`config.mk`:
```
export PLATFORM = sky130hd
export DESIGN_NAME = enigma_rotor_seq
export DESIGN_NICKNAME = d
export VERILOG_FILES = /design/src/rtl/enigma_pkg.sv /design/src/rtl/enigma_rotor_step.sv /design/src/rtl/enigma_rotor_seq.sv
export SDC_FILE = /design/constraint.sdc
export NUM_CORES = 1
export LEC_CHECK = 0
export CAP_MARGIN = 25
export CORE_ASPECT_RATIO = 1.4
export CORE_MARGIN = 2
export CORE_UTILIZATION = 46
export DETAILED_ROUTE_END_ITERATION = 8
export PLACE_DENSITY = 0.76
export SLEW_MARGIN = 5
export SYNTH_ARGS = -nofsm -noshare
export SYNTH_HDL_FRONTEND = slang
export SYNTH_SLANG_ARGS = --single-unit
```
`constraint.sdc`:
```
create_clock -name clk -period 3.91 [get_ports clk]
set_clock_uncertainty 0.1 [all_clocks]
set_input_delay 0.5865 -clock clk [delete_from_list [all_inputs] [get_ports clk]]
set_output_delay 0.5865 -clock clk [all_outputs]
set_load 0.005 [all_outputs]
```
`src/rtl/enigma_pkg.sv`:
```
// Shared types and helpers for the Enigma rotor sequencer: state encoding,
// lookup table-id mapping and mod-26 arithmetic.
package enigma_pkg;

  localparam int unsigned ALPHA = 26;

  typedef enum logic [2:0] {IDLE, STEP, FWD, REFL, BWD, DONE} state_t;

  function automatic int unsigned tab_fwd(input int unsigned r);
    return r;
  endfunction

  function automatic int unsigned tab_refl(input int unsigned n);
    return n;
  endfunction

  function automatic int unsigned tab_bwd(input int unsigned n, input int unsigned r);
    return n + 1 + r;
  endfunction

  // Both operands are already in 0..25, so one conditional subtract suffices.
  function automatic logic [4:0] mod_add(input logic [4:0] a, input logic [4:0] b);
    logic [5:0] s;
    s = {1'b0, a} + {1'b0, b};
    if (s >= 6'(ALPHA)) s = s - 6'(ALPHA);
    return s[4:0];
  endfunction

  function automatic logic [4:0] mod_sub(input logic [4:0] a, input logic [4:0] b);
    logic [5:0] d;
    d = {1'b0, a} - {1'b0, b};
    if (d[5]) d = d + 6'(ALPHA);
    return d[4:0];
  endfunction

endpackage

```
`src/rtl/enigma_rotor_step.sv`:
```
// Combinational odometer stepping for the rotor stack, including the
// middle-rotor double-step.
module enigma_rotor_step
  import enigma_pkg::*;
#(
  parameter int unsigned NUM_ROTORS = 3,
  parameter logic [5*NUM_ROTORS-1:0] NOTCHES = {5'd16, 5'd4, 5'd21}
) (
  input  logic [5*NUM_ROTORS-1:0] pos,
  output logic [5*NUM_ROTORS-1:0] next
);

  logic adv;

  always_comb begin
    next = pos;
    adv  = 1'b0;
    next[4:0] = mod_add(pos[4:0], 5'd1);
    // A rotor sitting on its own notch drags itself along with its left
    // neighbour; the leftmost rotor has nothing to drag, so it is excluded.
    for (int unsigned r = 1; r < NUM_ROTORS; r++) begin
      adv = (pos[5*(r-1) +: 5] == NOTCHES[5*(r-1) +: 5]) ||
            ((r < NUM_ROTORS - 1) && (pos[5*r +: 5] == NOTCHES[5*r +: 5]));
      if (adv) next[5*r +: 5] = mod_add(pos[5*r +: 5], 5'd1);
    end
  end

endmodule

```
`src/rtl/enigma_rotor_seq.sv`:
```
// Enigma letter sequencer: steps the rotors, then walks one letter through
// the shared substitution lookup forward, via the reflector, and back.
module enigma_rotor_seq
  import enigma_pkg::*;
#(
  parameter int unsigned NUM_ROTORS = 3,
  parameter int unsigned ALPHA = 26,
  parameter logic [5*NUM_ROTORS-1:0] NOTCHES = {5'd16, 5'd4, 5'd21},
  parameter int unsigned TAB_W = 3
) (
  input  logic                    clk,
  input  logic                    rst,
  input  logic                    in_valid,
  output logic                    in_ready,
  input  logic [7:0]              in_idx,
  input  logic                    cfg_load,
  input  logic [5*NUM_ROTORS-1:0] cfg_pos,
  output logic [5*NUM_ROTORS-1:0] rot_pos,
  output logic [TAB_W-1:0]        lut_tab,
  output logic [31:0]             lut_sel,
  input  logic [7:0]              lut_res,
  output logic                    out_valid,
  input  logic                    out_ready,
  output logic [7:0]              out_idx,
  output logic                    out_err
);

  localparam int unsigned PW = $clog2(NUM_ROTORS + 1);
  localparam logic [PW-1:0] LAST = PW'(NUM_ROTORS - 1);

  state_t                  state;
  logic [PW-1:0]           ptr;
  logic [4:0]              cur;
  logic                    err;
  logic [4:0]              cur_pos;
  logic [4:0]              nxt_cur;
  logic                    res_ok;
  logic [5*NUM_ROTORS-1:0] step_next;
  logic [5*NUM_ROTORS-1:0] cfg_clean;

  enigma_rotor_step #(
    .NUM_ROTORS(NUM_ROTORS),
    .NOTCHES   (NOTCHES)
  ) u_step (
    .pos (rot_pos),
    .next(step_next)
  );

  assign in_ready = (state == IDLE) && !cfg_load;

  always_comb begin
    cfg_clean = '0;
    for (int unsigned r = 0; r < NUM_ROTORS; r++)
      if (cfg_pos[5*r +: 5] < 5'(ALPHA)) cfg_clean[5*r +: 5] = cfg_pos[5*r +: 5];
  end

  always_comb begin
    cur_pos = '0;
    for (int unsigned r = 0; r < NUM_ROTORS; r++)
      if (PW'(r) == ptr) cur_pos = rot_pos[5*r +: 5];
    lut_tab = '0;
    lut_sel = '0;
    case (state)
      FWD: begin
        lut_tab = TAB_W'(tab_fwd(32'(ptr)));
        lut_sel = 32'(mod_add(cur, cur_pos));
      end
      REFL: begin
        lut_tab = TAB_W'(tab_refl(NUM_ROTORS));
        lut_sel = 32'(cur);
      end
      BWD: begin
        lut_tab = TAB_W'(tab_bwd(NUM_ROTORS, 32'(ptr)));
        lut_sel = 32'(mod_add(cur, cur_pos));
      end
      default: ;
    endcase
    res_ok  = lut_res < 8'(ALPHA);
    nxt_cur = (state == REFL) ? lut_res[4:0] : mod_sub(lut_res[4:0], cur_pos);
    if (!res_ok) nxt_cur = '0;
  end

  always_ff @(posedge clk or posedge rst) begin
    if (rst) begin
      state     <= IDLE;
      ptr       <= '0;
      cur       <= '0;
      err       <= 1'b0;
      rot_pos   <= '0;
      out_valid <= 1'b0;
      out_idx   <= '0;
      out_err   <= 1'b0;
    end else begin
      case (state)
        IDLE: begin
          if (cfg_load) begin
            rot_pos <= cfg_clean;
          end else if (in_valid) begin
            err <= 1'b0;
            if (in_idx < 8'(ALPHA)) begin
              cur   <= in_idx[4:0];
              state <= STEP;
            end else begin
              out_idx   <= in_idx;
              out_err   <= 1'b0;
              out_valid <= 1'b1;
              state     <= DONE;
            end
          end
        end
        STEP: begin
          rot_pos <= step_next;
          ptr     <= '0;
          state   <= FWD;
        end
        FWD: begin
          cur <= nxt_cur;
          err <= err | !res_ok;
          if (ptr == LAST) state <= REFL;
          else ptr <= ptr + 1'b1;
        end
        REFL: begin
          cur   <= nxt_cur;
          err   <= err | !res_ok;
          ptr   <= LAST;
          state <= BWD;
        end
        BWD: begin
          cur <= nxt_cur;
          err <= err | !res_ok;
          if (ptr == '0) begin
            out_idx   <= {3'b000, nxt_cur};
            out_err   <= err | !res_ok;
            out_valid <= 1'b1;
            state     <= DONE;
          end else begin
            ptr <= ptr - 1'b1;
          end
        end
        DONE: begin
          if (out_ready) begin
            out_valid <= 1'b0;
            state     <= IDLE;
          end
        end
        default: state <= IDLE;
      endcase
    end
  end

endmodule

```
==> out/metrics.yaml <==
floorplanning:
  die-area_um2: 9050
  die_y_um: 112
  core_um2: 8100
  rows: 39
  io_pins: 97
  die_x_um: 81.0
  start_util_pct: 47.1
routing:
  remaining_drc_errors: 0
  drt.antenna.violating_nets: 0
  drt_pass1_iterations: 5
  wirelength_mm: 10.5
  via_count: 3857
  drt_iter0_drc: 251
  wl_per_cell_um: 15.3
  vias_per_cell: 5.64
placed_design:
  place_ws_ns: -0.201
  gp_congestion: 0.869
  placement.io_buffers: 69
  placed_cell_area_um2: 4660
  dp_hpwl_mm: 7.72
synthesis:
  yosysUniqueCellTypes: 75
  synth-main-ff-cell: "dfrtp_1"
  synthCells: 486
  synth-seq-cells: 36
  synth_top_area_cell: "dfrtp_1"
  avgSynthCellArea_um2: 7.85
  ys_warn_count: 0
  synth_top_area_share_pct: 23.6
  synth_area_leaders: "dfrtp_1 24%, ha_1 8.5%, buf_4 5.5%, nand2_1 4.5%, nor2_1 4.4%"
  yosysSeqAreaShare_pct: 23.6
  synth_area_um2: 3810
  synth_edf_count: 0
  ys_async_sr_fraction_pct: 100
clock_tree:
  cts.htree.levels: 2
  clkTransAtPathRegs_ns: 0.06
  holdBufCountCts: 0
  numCtsBuffers: 5
  ctsRootBufferMaster: "clkbuf_16"
  cts_buffer_depth: 2
  cts_tree: "built"
  clkLatencyLatePin_ns: 0.28
  cts.sinks: 36
critical_path:
  reg2reg_from: "ptr[1]"
  crit_type: "reg2out"
  crit_path_start: "ptr[1]"
  startpoint_type: "flip-flop"
  end_kind: "primary output"
  cp_max_fo: 3
  required_ns: 3.22
  arrival_ns: 3.25
layout:
  nNetsFinal: 645
  drive_gt1_share_pct: 17.2
  area_delta_synth_final_pct: 31.6
  diodes: 0
  final_common_cell: "clkdlybuf4s50_1"
  final_cell_mix: "65 x clkdlybuf4s50_1, 45 x nand2_1, 44 x nor2_1"
  finalInstanceArea_um2: 5020
timing:
  max_freq_mhz: 254
  slew_viol_final: 0
  hold_viol: 0
  fin_ws_ns: -0.0298
  period_share_pct: 101
  rsz0062_at_grt: "true"
  layout_min_cycle_time_ns: 3.94
  worst_slew_pin_slew_ns: 0.761
  slew-limit-headroom_pct: 49.3
  setup_viol: 1
status:
  status: "finished, violations left"
  violations: "negative setup slack"
pwr:
  p_per_area_nw_per_um2: 1090
  p_total_uw: 5490
  ir_drop_uv: 656
  cellLeakagePower_uw: 0.00221
grt:
  grt_overflow: 0
  grt_pass1_vias: 3862
  grt_max_degree: 37
  grt_usage_pct: 23.8
  antenna_found_initial: 0
  grt_pass1_wl_mm: 17.4
job:
  maxCapViolations: 0
min_path:
  min_path_type: "reg2reg"
  hp-start: "out_idx[3]"
[timing repair]
action	4_1_cts	5_1_grt
gates resized for setup	29	20
cloned	0	0
setup endpoints to repair	4	4
pin swaps	8	16
setup buffers	7	3
[metrics by stage]
| step | util (%) | hold slack (ns) | setup TNS, ns | std cells |
|---|---|---|---|---|
| 3_5_place_dp | 57.5 | 0.370 | -0.625 | 666 |
| 5_1_grt | 61.9 | 0.399 | -0.299 | 684 |
| 2_1_floorplan | - | 0.373 | 0 | 512 |
| 6_report | 61.9 | 0.376 | -0.0298 | 684 |
| 3_3_place_gp | 57.5 | 0.364 | -0.235 | 666 |
| 4_1_cts | 61.2 | 0.383 | -0.00558 | 681 |
[logic make-up after synthesis]
| group | Yosys count | share of synthesized area, % |
|---|---|---|
| DFF | 36 | 23.6 |
| xor gates and xnor gates | 14 | 3.22 |
| buffers and inverters | 79 | 11.2 |
| muxes | 8 | 2.26 |
| adders and majority gates | 28 | 9.58 |
| and+or+nand+nor | 167 | 22.0 |
| other | 1 | 0.0983 |
| AOI/OAI and AO/OA | 153 | 28.1 |
[report_power, final]
| part | switching [µW] | leakage (µW) | total [µW] | internal, µW |
|---|---|---|---|---|
| clock | 158 | 0.0000798 | 458 | 299 |
| combinational | 2110 | 0.00170 | 4260 | 2140 |
| sequential | 222 | 0.000435 | 773 | 551 |
[sequential cells by signal (all words and copies together), names as in the netlist]
signal / flops
cur: 5
out_err: 1
rot_pos: 15
state: 3
out_idx: 8
out_valid: 1
err: 1
ptr: 2
[final timing paths]
check | depth (start not counted) | slack [ns] | end
setup / recovery | 16 | -0.03 | lut_sel[4]
hold / removal | 2 | 0.38 | out_idx[3]
setup reg to reg | 15 | 0.55 | out_idx[4]
hold reg to reg | 2 | 0.38 | out_idx[3]
max in group asynchronous | 3 | 2.78 | rot_pos[6]
min in group asynchronous | 3 | 0.61 | out_idx[5]
[worst max-delay path: stages, from the launching register on]
cell and delay (ns):
dfrtp_1 0.39, inv_2 0.10, ha_4 0.15, nand2_2 0.06
nor2_2 0.12, a21oi_2 0.04, o21ai_2 0.13, ha_2 0.20
inv_2 0.04, fa_2 0.37, xor2_2 0.19, a211o_1 0.32
buf_6 0.13, buf_6 0.10, and3_4 0.15, a221o_1 0.32
buf_2 0.13
[Yosys cell counts (4+ instances only)]
cell,number
nand2_1,46
nor2_1,45
dfrtp_1,36
a21oi_1,33
o21ai_0,32
inv_1,29
buf_4,28
ha_1,26
nand3_1,18
a31oi_1,12
buf_2,12
nor3_1,12
xnor2_1,11
nand2b_1,9
a21o_1,8
nor2b_1,8
clkbuf_1,7
o31ai_1,7
mux2i_1,6
a22oi_1,5
and2_1,5
a22o_1,4
o211a_1,4
[layout make-up]
cell class,count,area (µm²)
clock inverter,3,42.5
fill,704,3080
sequential,36,901
clock buffer,5,125
inverter,29,109
multi-input combinational,397,2710
timing repair buffer,112,1000
tap,102,128
[per-layer routing]
layer / up-vias / global-route usage (%) / share of wire, %
li1: 1877 / - / -
met1: 1824 / 27.3 / 39
met2: 125 / 43.3 / 54
met3: 31 / 3.48 / 4.3
met4: 0 / 8.59 / 2.6
met5: - / 0 / 0
Note: power is estimated with default switching activity, not from simulation.
